**config.mk**
```make
export PLATFORM = sky130hd
export DESIGN_NAME = tcbm_device_link
export DESIGN_NICKNAME = d
export VERILOG_FILES = /design/src/rtl/tcbm_pkg.sv /design/src/rtl/tcbm_sync.sv /design/src/rtl/tcbm_device_link.sv
export SDC_FILE = /design/constraint.sdc
export NUM_CORES = 1
export LEC_CHECK = 0
export ABC_AREA = 1
export BUFFER_PORTS_ARGS = -buffer_cell sky130_fd_sc_hd__buf_2
export CAP_MARGIN = 30
export CORE_UTILIZATION = 40
export CTS_BUF_LIST = sky130_fd_sc_hd__clkbuf_4 sky130_fd_sc_hd__clkbuf_8
export DETAILED_ROUTE_END_ITERATION = 8
export HOLD_SLACK_MARGIN = 0.1
export PLACE_DENSITY = 0.74
export SLEW_MARGIN = 5
export SYNTH_ARGS = -nofsm -noshare
export SYNTH_HDL_FRONTEND = slang
export SYNTH_HIERARCHICAL = 1
export SYNTH_SLANG_ARGS = --single-unit
export TNS_END_PERCENT = 1
```
**constraint.sdc**
```tcl
create_clock -name clock -period 1.4 [get_ports clock]
set_input_delay 0.21 -clock clock [delete_from_list [all_inputs] [get_ports clock]]
set_output_delay 0.21 -clock clock [all_outputs]
set_load 0.1 [all_outputs]
```
**src/rtl/tcbm_pkg.sv**
```systemverilog
// Shared TCBM command codes, status codes and device-link FSM states.
package tcbm_pkg;

   localparam logic [7:0] CMD_WRITE_CMD  = 8'h81;
   localparam logic [7:0] CMD_WRITE_DATA = 8'h83;
   localparam logic [7:0] CMD_READ_DATA  = 8'h84;

   localparam logic [1:0] ST_OK      = 2'b00;
   localparam logic [1:0] ST_EOI     = 2'b01;
   localparam logic [1:0] ST_TIMEOUT = 2'b10;
   localparam logic [1:0] ST_BADCMD  = 2'b11;

   typedef enum logic [3:0] {
      S_IDLE     = 4'd0,
      S_CMD_ACK  = 4'd1,
      S_CMD_REL  = 4'd2,
      S_WR_WAIT  = 4'd3,
      S_WR_PUSH  = 4'd4,
      S_WR_REL   = 4'd5,
      S_RD_WAIT  = 4'd6,
      S_RD_FETCH = 4'd7,
      S_RD_DRIVE = 4'd8,
      S_RD_ACK   = 4'd9
   } state_e;

   function automatic logic cmd_known(input logic [7:0] code);
      return (code == CMD_WRITE_CMD) || (code == CMD_WRITE_DATA) || (code == CMD_READ_DATA);
   endfunction

endpackage

```
**src/rtl/tcbm_sync.sv**
```systemverilog
// Multi-flop synchronizer for an asynchronous level; resets high so an idle-high strobe sees no edge.
module tcbm_sync #(
   parameter int SYNC_STAGES = 2
) (
   input  logic clock,
   input  logic reset,
   input  logic d,
   output logic q
);

   logic [SYNC_STAGES-1:0] chain_q;
   logic [SYNC_STAGES-1:0] chain_d;

   always_comb begin
      chain_d = {chain_q[SYNC_STAGES-2:0], d};
   end

   always_ff @(posedge clock) begin
      if (reset) begin
         chain_q <= '1;
      end else begin
         chain_q <= chain_d;
      end
   end

   assign q = chain_q[SYNC_STAGES-1];

endmodule

```
**src/rtl/tcbm_device_link.sv**
```systemverilog
// Device-side TCBM engine: 4-phase command+data handshakes with the host, bytes to/from rx/tx streams.
// Read-fetch timeout is built only when TCBM_LINK_TIMEOUT_EN is defined.
module tcbm_device_link
   import tcbm_pkg::*;
#(
   parameter int SYNC_STAGES    = 2,
   parameter int TIMEOUT_CYCLES = 65535
) (
   input  logic       clock,
   input  logic       reset,
   input  logic       dav_n,
   input  logic [7:0] pa_in,
   output logic [7:0] pa_out,
   output logic       pa_oe,
   output logic       ack_n,
   output logic [1:0] status,
   output logic [7:0] rx_data,
   output logic       rx_cmd,
   output logic       rx_valid,
   input  logic       rx_ready,
   input  logic [7:0] tx_data,
   input  logic       tx_last,
   input  logic       tx_valid,
   output logic       tx_ready
);

   state_e     state_q, state_d;
   logic [7:0] cmd_q, cmd_d;
   logic       ack_n_q, ack_n_d;
   logic       pa_oe_q, pa_oe_d;
   logic [7:0] pa_out_q, pa_out_d;
   logic [1:0] status_q, status_d;
   logic       rx_valid_q, rx_valid_d;
   logic [7:0] rx_data_q, rx_data_d;
   logic       rx_cmd_q, rx_cmd_d;
   logic       dav_s;
   logic       timeout_hit;

   tcbm_sync #(.SYNC_STAGES(SYNC_STAGES)) u_dav_sync (
      .clock (clock),
      .reset (reset),
      .d     (dav_n),
      .q     (dav_s)
   );

`ifdef TCBM_LINK_TIMEOUT_EN
   localparam int CNT_W = $clog2(TIMEOUT_CYCLES + 1);

   logic [CNT_W-1:0] cnt_q, cnt_d;

   // Counter is cleared in every other state, so each fetch starts from zero.
   assign timeout_hit = (state_q == S_RD_FETCH) && (cnt_q == CNT_W'(TIMEOUT_CYCLES - 1));

   always_comb begin
      cnt_d = '0;
      if ((state_q == S_RD_FETCH) && !timeout_hit) begin
         cnt_d = cnt_q + 1'b1;
      end
   end

   always_ff @(posedge clock) begin
      if (reset) begin
         cnt_q <= '0;
      end else begin
         cnt_q <= cnt_d;
      end
   end
`else
   assign timeout_hit = 1'b0;
`endif

   always_comb begin
      state_d    = state_q;
      cmd_d      = cmd_q;
      ack_n_d    = ack_n_q;
      pa_oe_d    = pa_oe_q;
      pa_out_d   = pa_out_q;
      status_d   = status_q;
      rx_valid_d = rx_valid_q;
      rx_data_d  = rx_data_q;
      rx_cmd_d   = rx_cmd_q;

      case (state_q)
         S_IDLE: begin
            if (!dav_s) begin
               cmd_d   = pa_in;
               state_d = S_CMD_ACK;
            end
         end
         S_CMD_ACK: begin
            ack_n_d  = 1'b0;
            status_d = cmd_known(cmd_q) ? ST_OK : ST_BADCMD;
            state_d  = S_CMD_REL;
         end
         S_CMD_REL: begin
            if (dav_s) begin
               ack_n_d = 1'b1;
               case (cmd_q)
                  CMD_WRITE_CMD, CMD_WRITE_DATA: state_d = S_WR_WAIT;
                  CMD_READ_DATA:                 state_d = S_RD_WAIT;
                  default:                       state_d = S_IDLE;
               endcase
            end
         end
         S_WR_WAIT: begin
            if (!dav_s) begin
               rx_data_d  = pa_in;
               rx_cmd_d   = (cmd_q == CMD_WRITE_CMD);
               rx_valid_d = 1'b1;
               state_d    = S_WR_PUSH;
            end
         end
         S_WR_PUSH: begin
            // ACK is withheld from the host until the sink takes the byte.
            if (rx_ready) begin
               rx_valid_d = 1'b0;
               ack_n_d    = 1'b0;
               state_d    = S_WR_REL;
            end
         end
         S_WR_REL: begin
            if (dav_s) begin
               ack_n_d = 1'b1;
               state_d = S_IDLE;
            end
         end
         S_RD_WAIT: begin
            if (!dav_s) begin
               state_d = S_RD_FETCH;
            end
         end
         S_RD_FETCH: begin
            // A byte offered on the timeout cycle still wins over the timeout.
            if (tx_valid) begin
               pa_out_d = tx_data;
               status_d = tx_last ? ST_EOI : ST_OK;
               state_d  = S_RD_DRIVE;
            end else if (timeout_hit) begin
               pa_out_d = 8'h00;
               status_d = ST_TIMEOUT;
               state_d  = S_RD_DRIVE;
            end
         end
         S_RD_DRIVE: begin
            pa_oe_d = 1'b1;
            state_d = S_RD_ACK;
         end
         S_RD_ACK: begin
            if (ack_n_q) begin
               ack_n_d = 1'b0;
            end else if (dav_s) begin
               pa_oe_d = 1'b0;
               ack_n_d = 1'b1;
               state_d = S_IDLE;
            end
         end
         default: begin
            state_d = S_IDLE;
         end
      endcase
   end

   always_ff @(posedge clock) begin
      if (reset) begin
         state_q    <= S_IDLE;
         cmd_q      <= 8'h00;
         ack_n_q    <= 1'b1;
         pa_oe_q    <= 1'b0;
         pa_out_q   <= 8'h00;
         status_q   <= ST_OK;
         rx_valid_q <= 1'b0;
         rx_data_q  <= 8'h00;
         rx_cmd_q   <= 1'b0;
      end else begin
         state_q    <= state_d;
         cmd_q      <= cmd_d;
         ack_n_q    <= ack_n_d;
         pa_oe_q    <= pa_oe_d;
         pa_out_q   <= pa_out_d;
         status_q   <= status_d;
         rx_valid_q <= rx_valid_d;
         rx_data_q  <= rx_data_d;
         rx_cmd_q   <= rx_cmd_d;
      end
   end

   assign ack_n    = ack_n_q;
   assign pa_oe    = pa_oe_q;
   assign pa_out   = pa_out_q;
   assign status   = status_q;
   assign rx_valid = rx_valid_q;
   assign rx_data  = rx_data_q;
   assign rx_cmd   = rx_cmd_q;
   assign tx_ready = (state_q == S_RD_FETCH);

endmodule

```
==> impl_metrics.csv, run 1 <==
group,metric,value,unit
yosys,synth_area_leaders,"dfxtp_1 45%, nand2_1 15%, a21oi_1 9.4%",
critical_path,cp.required,1.19,ns
yosys,synth-seq-area-share,44.9,%
yosys,async_reset_ff_share,0,%
yosys,synth_top_area_share,44.9,%
critical_path,slowest_stage,"dfxtp_4",
yosys,yosysMostFrequentCell,"nand2_1",
yosys,ys_dominant_reg_cell,"dfxtp_1",
flow_run,maxCapViolCount,0,
cells_and_area,fill_cells,361,
drt,drt_iter0_markers,53,
critical_path,ff2ff_path_depth,9,
drt,drc,0,
yosys,synth-edff-count,0,
global_routing,grt_pass1_wl,6120,microns
critical_path,start_kind,"flip-flop",
global_routing,track_usage,18.9,%
drt,first_pass_iters,4,
drt,drt_wl_total,3680,microns
placement,dp_hpwl,2660,microns
timing,finalMaxSlewViolations,0,
timing,rsz0062_at_grt,"yes",
critical_path,slowest_delay,0.35,ns
critical_path,r2r_slack,0.07,ns
clocking,cts_inserted_buffers,5,
die,fp.dieH,65.3,microns
global_routing,overflow,0,
drt,postRouteAntennaNets,0,
timing,slew_headroom,67.3,%
die,num_io_pins,45,
critical_path,path_cells,"inv_2, nand2_2, nor2_4, buf_6, buf_12",
yosys,synth_seq_cells,36,
placement,portBuffers,44,
cells_and_area,drive_gt1_share,32.4,%
global_routing,grt_pass1_vias,1433,
hold_path,min_path_type,"input port to flip-flop",
die,dieArea,4270,sq um
die,start_util,42.8,%
timing,max_freq,721,MHz
cells_and_area,finalInstanceArea,2140,sq um
clocking,clock-sinks,36,
die,die_w,65.3,microns
critical_path,regToRegStartpoint,"state_q[2]",
critical_path,worstSetupEndpointType,"output pin",
yosys,syn_area,1600,sq um
clocking,root_buffer,"clkbuf_8",
timing,finClkSkew,0.00399,ns
critical_path,worstReg2RegEnd,"state_q[3]",
timing,finalSetupViolCount,0,
power_and_ir_drop,p_total,3.55,mW
hold_path,hold_start,"pa_in[6]",
drt,viasPerCell,4.77,
clocking,insertion_delay,0.29,ns
timing,whs,0.183,ns
hold_path,hold_depth,3,
drt,num_vias,1611,
placement,place_inst,324,
timing,timing.final.crit_share,99.1,%
yosys,synth.largest_area_cell,"dfxtp_1",
critical_path,cp.arrival,1.18,ns
run_status,status,"complete, no violations",
clocking,clockBufferDepth,2,
clocking,clk_pin_slew,0.07,ns
cells_and_area,syn_to_final_growth,33.2,%
power_and_ir_drop,powerDensity,1660,nW/um^2
die,coreArea,3740,sq um
timing,fin_setup_tns,0,ns
placement,finalWeightedCongestion,0.938,
placement,placed_area,1930,sq um
global_routing,grt_max_degree,21,
timing,finalHoldViolCount,0,
timing,worst_pin_slew,0.495,ns
power_and_ir_drop,leakagePower,1.02,nW
critical_path,critPathKind,"flip-flop to output pin",
clocking,tritoncts,"done",
die,rows,22,
yosys,yosys_warnings,6,
critical_path,worstPathMaxFanout,3,
cells_and_area,finalNonFillerCells,338,
cells_and_area,diodes,0,
clocking,h-tree-depth,2,
yosys,syn_inst,230,
hold_path,min_to,"rx_data[6]",
drt,post_drt_wl_per_cell,10.9,microns
yosys,synth_common_cells,"63 x nand2_1, 36 x dfxtp_1, 30 x a21oi_1",
power_and_ir_drop,ir_drop,1160,uV
yosys,synth_cell_types,21,
yosys,synth.avg_cell_area,6.97,sq um
yosys,syn_nets,252,
global_routing,antenna_found_initial,0,
cells_and_area,nets,311,
timing,period_needed,1.39,ns
cell type report:
type | instances | area, sq um | share of cell area, %
Clock buffer | 5 | 68.8 | 3.22
Sequential cell | 36 | 732 | 34.3
Timing Repair Buffer | 59 | 354 | 16.6
Inverter | 28 | 106 | 4.98
Multi-Input combinational cell | 159 | 773 | 36.2
Tap cell | 48 | 60.1 | 2.81
Clock inverter | 3 | 42.5 | 1.99
worst max-delay path, delay by kind of cell, from the launching register on:
family / cells / cell delay (ns)
DFF: 1 / 0.35
and+or+nand+nor: 2 / 0.18
buffers and inverters: 3 / 0.36
cell families after synthesis:
group                  Yosys count  share of synthesized area (%)
flip-flops                      36                           44.9
AND/OR/NAND/NOR                116                           32.8
AO/OA/AOI/OAI                   43                           13.6
buffers and inverters           35                           8.74
placed cells by master, fill, tap and decap left out, drive strengths merged:
| cell | netlist | layout |
|---|---|---|
| nand2 | 66 | 66 |
| buf | 4 | 58 |
| dfxtp | 36 | 36 |
| a21oi | 30 | 30 |
| inv | 27 | 27 |
| nand3 | 22 | 22 |
| nor2 | 21 | 21 |
| o21ai | 12 | 12 |
| clkbuf | 3 | 5 |
| nand4 | 3 | 3 |
| nand3b | 2 | 2 |
| clkinv | 1 | 2 |
| nor3 | 2 | 2 |
| o21bai | 1 | 1 |
| bufinv | 0 | 1 |
| clkinvlp | 0 | 1 |
| dlygate4sd3 | 0 | 1 |
timing repair:
item	in CTS	in global routing
hold buffers	1	0
endpoints found under the hold margin	1	0
endpoints found under the setup margin	1	23
buffers inserted	4	1
pin swaps	1	2
gates resized for setup	8	7
metrics by stage:
step           worst slack (ns)  utilization, %
5_1_grt                 -0.0955            57.1
3_5_place_dp             0.0229            51.7
3_3_place_gp             0.0285            51.7
2_1_floorplan           -0.0161               -
4_1_cts                  0.0136            56.2
6_report                 0.0125            57.1
sequential cells by signal, summed over array words and instances (netlist names):
register,cells
ack_n,1
cmd_q,8
pa_oe,1
pa_out,8
rx_cmd,1
rx_data,8
rx_valid,1
state_q,4
status,2
u_dav_sync/chain_q,2
power by group:
group,switching [mW],total [mW],internal [mW]
clock network,0.371,0.897,0.526
registers,0.104,1.27,1.16
logic,0.967,1.39,0.424
worst max path at each step:
| stage | startpoint | endpoint | slack, ns | depth (start not counted) |
|---|---|---|---|---|
| detailed placement | state_q[1] | rx_data[0] | 0.02 | 6 |
| CTS | state_q[3] | tx_ready | 0.01 | 5 |
| finish | state_q[3] | tx_ready | 0.01 | 5 |
| floorplan | state_q[1] | status[0] | -0.02 | 8 |
| global placement | state_q[1] | rx_data[3] | 0.03 | 6 |
| global route | state_q[2] | ack_n | -0.1 | 9 |
layer usage:
metal | vias to the layer above | track usage, % | routed length [microns]
li1 | 856 | - | -
met1 | 705 | 24.4 | 1800
met2 | 43 | 28.5 | 1620
met3 | 7 | 5.21 | 187
met4 | 0 | 9.78 | 63
met5 | - | 0 | 0
Note: power is estimated with default switching activity, not from simulation.
==> run 2, diff against run 1 <==
CORE_MARGIN = 4   (was unset)
==> impl_metrics.csv, run 2 (synthesis gave the netlist of run 1 again) <==
group,metric,value,unit
run_status,status,"complete, no violations",
drt,drt_iter0_markers,93,
critical_path,crit_family,"flip-flops",
critical_path,worstSetupEndpointType,"output pin",
cells_and_area,fill_cells,359,
timing,slew_headroom,67.3,%
power_and_ir_drop,p_int,1.88,mW
placement,dp_hpwl,2840,microns
clocking,h-tree-depth,2,
hold_path,min_path_type,"input port to flip-flop",
timing,finalMaxSlewViolations,0,
clocking,clock-sinks,36,
critical_path,ff2ff_path_depth,6,
critical_path,path_buf_inv,2,
clocking,root_buffer,"clkbuf_8",
timing,finalHoldViolCount,0,
global_routing,grt_busiest_layer,"met2",
die,fp.dieH,71.3,microns
global_routing,grt_max_degree,21,
timing,finalSetupViolCount,0,
die,die_w,71.3,microns
critical_path,cp.required,1.19,ns
power_and_ir_drop,switching_share,42.4,%
clocking,clk_pin_slew,0.07,ns
timing,period_needed,1.38,ns
placement,pre_cts_slack,0.0260,ns
power_and_ir_drop,p_sw,1.38,mW
power_and_ir_drop,power.share.clock,21.5,%
power_and_ir_drop,ir_drop,1150,uV
clocking,clockBufferDepth,2,
global_routing,use_met2,22.2,%
clocking,insertion_delay,0.29,ns
clocking,tritoncts,"done",
hold_path,hold_depth,3,
drt,postRouteAntennaNets,0,
drt,viasPerCell,4.80,
cells_and_area,syn_to_final_growth,28.5,%
power_and_ir_drop,combPwrFrac,39.7,%
cells_and_area,layout.area.seq,729,sq um
global_routing,grt_use_met3,3.93,%
die,start_util,42.5,%
global_routing,grt_pass1_vias,1411,
cells_and_area,nets,308,
cells_and_area,final_cell_mix,"62 x nand2_1, 43 x buf_2, 31 x dfxtp_1",
cells_and_area,diodes,0,
flow_run,maxCapViolCount,0,
die,num_io_pins,45,
timing,rsz0062_at_grt,"yes",
global_routing,grt.met1_usage,21.8,%
critical_path,cp.arrival,1.17,ns
timing,finalWorstSetupSlack,0.0201,ns
global_routing,antenna_found_initial,0,
drt,num_vias,1603,
timing,worst_pin_slew,0.495,ns
cells_and_area,final_util,54.6,%
timing,whs,0.185,ns
die,rows,22,
critical_path,path_cells,"inv_2, nand2_1, nor2_4, buf_12",
power_and_ir_drop,leakagePower,0.991,nW
power_and_ir_drop,seqPwrFrac,38.9,%
cells_and_area,multi_input_area,756,sq um
drt,drc,0,
global_routing,overflow,0,
drt,drt_wl_total,3840,microns
cells_and_area,drive_gt1_share,30.1,%
clocking,cts_inserted_buffers,5,
critical_path,worstPathMaxFanout,4,
critical_path,critPathKind,"flip-flop to output pin",
drt,first_pass_iters,6,
die,coreArea,3770,sq um
critical_path,start_kind,"flip-flop",
critical_path,slowest_delay,0.36,ns
drt,post_drt_wl_per_cell,11.5,microns
placement,finalWeightedCongestion,0.918,
critical_path,slowest_stage,"dfxtp_4",
timing,finClkSkew,0.00336,ns
timing,timing.final.crit_share,98.6,%
global_routing,track_usage,15.5,%
global_routing,grt_pass1_wl,6310,microns
critical_path,critical_path_depth,4,
cells_and_area,mostFrequentLayoutCell,"nand2_1",
timing,max_freq,725,MHz
die,dieArea,5090,sq um
placement,portBuffers,44,
power_and_ir_drop,powerDensity,1580,nW/um^2
run 2: cell types whose count changed in the layout (fill, tap and decap cells not counted), sizes merged:
cell and delta:
buf -3, bufinv -1, clkbuf +1, clkinvlp -1
run 2: area by class of cell:
class / count / share of cell area [%]
well taps: 48 / 2.91
repair buffers: 56 / 15.9
clock inverters: 1 / 0.243
inverters: 28 / 5.16
clock buffers: 6 / 3.70
multi-input cells: 159 / 36.7
flip-flops and latches: 36 / 35.4
run 2: through the flow:
step / area, sq um / total power, mW / instances / setup TNS [ns]
2_1_floorplan: 1610 / 2.26 / 230 / -0.0161
3_3_place_gp: 1940 / 2.52 / 325 / 0
3_5_place_dp: 1940 / 2.53 / 325 / 0
4_1_cts: 2050 / 3.26 / 334 / 0
5_1_grt: 2060 / 3.47 / 334 / -0.704
6_report: 2060 / 3.26 / 334 / 0
run 2: layer usage:
layer | routed length (microns) | share of wire (%)
met1 | 1840 | 48
met2 | 1690 | 44
met4 | 72 | 1.9
met3 | 235 | 6.1
met5 | 0 | 0
run 2: worst paths after layout:
kind	from	slack, ns	endpoint
hold / removal	tx_data[3]	0.19	pa_out[3]
hold reg to reg	u_dav_sync/chain_q[0]	0.42	u_dav_sync/chain_q[1]
setup / recovery	state_q[3]	0.02	tx_ready
setup reg to reg	state_q[1]	0.05	rx_data[7]
run 2: what timing repair did:
action,in CTS,in global routing
hold endpoints to repair,1,0
resized for setup,6,2
setup endpoints to repair,1,20
hold buffers,1,0
pin swaps,1,0
buffers inserted,2,0
run 2: worst reg2reg max path: cells and delay by family, from the launching register on:
kind,cells,cell delay [ns]
AND/OR/NAND/NOR,4,0.58
flip-flops,1,0.39
buffers and inverters,1,0.21
AO/OA/AOI/OAI,1,0.06
run 2: power groups by stage:
stage | logic [mW] | clock network [mW] | registers [mW]
2_1_floorplan | 0.652 | 0 | 1.61
3_3_place_gp | 1.25 | 0 | 1.27
3_5_place_dp | 1.26 | 0 | 1.27
4_1_cts | 1.27 | 0.725 | 1.26
5_1_grt | 1.42 | 0.774 | 1.28
6_report | 1.29 | 0.699 | 1.27
==> run 3, diff against run 2 <==
SETUP_SLACK_MARGIN = 0.5   (was unset)
==> impl_metrics.csv, run 3 (synthesis gave the netlist of run 1 again) <==
group,metric,value,unit
run_status,status,"complete, no violations",
drt,wl_met1,1850,microns
global_routing,antenna_found_initial,0,
drt,drt_iter0_markers,121,
timing,slew_headroom,66.7,%
drt,post_drt_wl_per_cell,12.5,microns
cells_and_area,multi_input_area,818,sq um
clocking,insertion_delay,0.29,ns
cells_and_area,drive_gt1_share,38.8,%
cells_and_area,final_util,58.5,%
power_and_ir_drop,p_sw,1.52,mW
die,dieArea,5090,sq um
critical_path,critPathKind,"flip-flop to output pin",
timing,fin_setup_tns,0,ns
power_and_ir_drop,leakagePower,1.05,nW
placement,dp_hpwl,3020,microns
die,fp.dieH,71.3,microns
global_routing,overflow,0,
drt,viasPerCell,4.89,
placement,placed_area,1970,sq um
critical_path,cp.required,1.19,ns
timing,finClkSkew,0.00466,ns
cells_and_area,diodes,0,
power_and_ir_drop,ir_drop,778,uV
placement,portBuffers,44,
hold_path,min_path_type,"input port to flip-flop",
cells_and_area,syn_to_final_growth,37.4,%
power_and_ir_drop,combPwrFrac,40.3,%
power_and_ir_drop,p_total,3.54,mW
critical_path,cp.arrival,1.17,ns
timing,period_needed,1.38,ns
cells_and_area,mostFrequentLayoutCell,"nand2_1",
drt,highest_layer,"met4",
power_and_ir_drop,switching_share,42.9,%
timing,worst_pin_slew,0.502,ns
drt,num_vias,1659,
cells_and_area,nets,312,
global_routing,grt_pass1_vias,1544,
die,die_w,71.3,microns
drt,routed-wl-met2,2070,microns
power_and_ir_drop,seqPwrFrac,37.4,%
critical_path,worstSetupEndpointType,"output pin",
die,rows,22,
cells_and_area,fill_cells,349,
clocking,cts_inserted_buffers,5,
cells_and_area,final_cell_mix,"57 x nand2_1, 43 x buf_2, 30 x a21oi_1",
drt,first_pass_iters,4,
global_routing,grt_pass1_wl,6810,microns
clocking,clk_pin_slew,0.07,ns
timing,rsz0062_at_grt,"yes",
cells_and_area,finalInstanceArea,2200,sq um
power_and_ir_drop,powerDensity,1600,nW/um^2
critical_path,path_cells,"inv_4, nand2_4, nor2_4, buf_6, buf_12",
drt,postRouteAntennaNets,0,
clocking,h-tree-depth,2,
power_and_ir_drop,power.share.clock,22.3,%
global_routing,track_usage,16.6,%
critical_path,start_kind,"flip-flop",
clocking,root_buffer,"clkbuf_8",
drt,wl_met3,257,microns
drt,drt_wl_total,4240,microns
global_routing,grt_max_degree,21,
critical_path,slowest_stage,"dfxtp_4",
timing,finalSetupViolCount,0,
power_and_ir_drop,p_int,2.02,mW
placement,finalWeightedCongestion,0.920,
die,start_util,42.5,%
die,coreArea,3770,sq um
clocking,clock-sinks,36,
cells_and_area,layout.area.seq,754,sq um
timing,max_freq,725,MHz
clocking,clockBufferDepth,2,
drt,drc,0,
critical_path,worstPathMaxFanout,4,
flow_run,maxCapViolCount,0,
critical_path,slowest_delay,0.38,ns
die,num_io_pins,45,
timing,timing.final.crit_share,98.5,%
timing,finalMaxSlewViolations,0,
clocking,tritoncts,"done",
timing,finalHoldViolCount,0,
==> run 3: changes by cell type in the layout (fill, tap and decap cells not counted), sizes merged <==
cell	previous run	this run
buf	55	59
clkinv	2	1
clkbuf	6	7
inv	27	28
==> run 3: through the flow <==
stage	instances	setup slack, ns	hold slack (ns)
after floorplan	230	0.163	0.295
after global placement	324	0.00226	0.387
after detailed placement	324	0.0142	0.384
after CTS	336	0.0353	0.165
after global routing	339	-0.0229	0.166
final	339	0.0209	0.173
==> run 3: what timing repair did <==
action	CTS	global route
setup buffers	3	3
endpoints found under the setup margin	57	57
endpoints found under the hold margin	1	0
resized for setup	8	16
hold buffers	1	0
pin swaps	1	7
==> run 3: per-layer routing <==
| layer | global-route usage (%) | vias to the layer above |
|---|---|---|
| met4 | 6.05 | 0 |
| met2 | 27.7 | 58 |
| li1 | - | 856 |
| met1 | 20.4 | 735 |
| met5 | 0 | - |
| met3 | 4.77 | 10 |
==> run 3: final cells by class <==
class / count / share of cell area [%]
Inverter: 28 / 5.16
Tap cell: 48 / 2.72
Clock buffer: 7 / 4.09
Timing Repair Buffer: 60 / 16.4
Multi-Input combinational cell: 159 / 37.1
Sequential cell: 36 / 34.2
Clock inverter: 1 / 0.284
==> run 3: critical path: cells and delay by family, from the launching register on <==
kind | cells | cell delay (ns)
and+or+nand+nor | 2 | 0.15
DFF | 1 | 0.38
buffers and inverters | 3 | 0.35
==> run 3: final timing paths <==
kind | start | endpoint | slack (ns) | cells past startpoint
worst max-delay path | state_q[3] | tx_ready | 0.02 | 5
worst min register to register | u_dav_sync/chain_q[0] | u_dav_sync/chain_q[1] | 0.42 | 2
worst max register to register | state_q[2] | state_q[3] | 0.07 | 9
worst min-delay path | pa_in[4] | rx_data[4] | 0.17 | 3
==> run 3: power by group through the flow <==
| stage | Sequential, mW | Combinational (mW) | Clock (mW) |
|---|---|---|---|
| final | 1.32 | 1.43 | 0.789 |
| after global routing | 1.34 | 1.55 | 0.852 |
| after CTS | 1.30 | 1.32 | 0.807 |
| after detailed placement | 1.30 | 1.25 | 0 |
| after global placement | 1.30 | 1.24 | 0 |
| after floorplan | 1.64 | 0.666 | 0 |
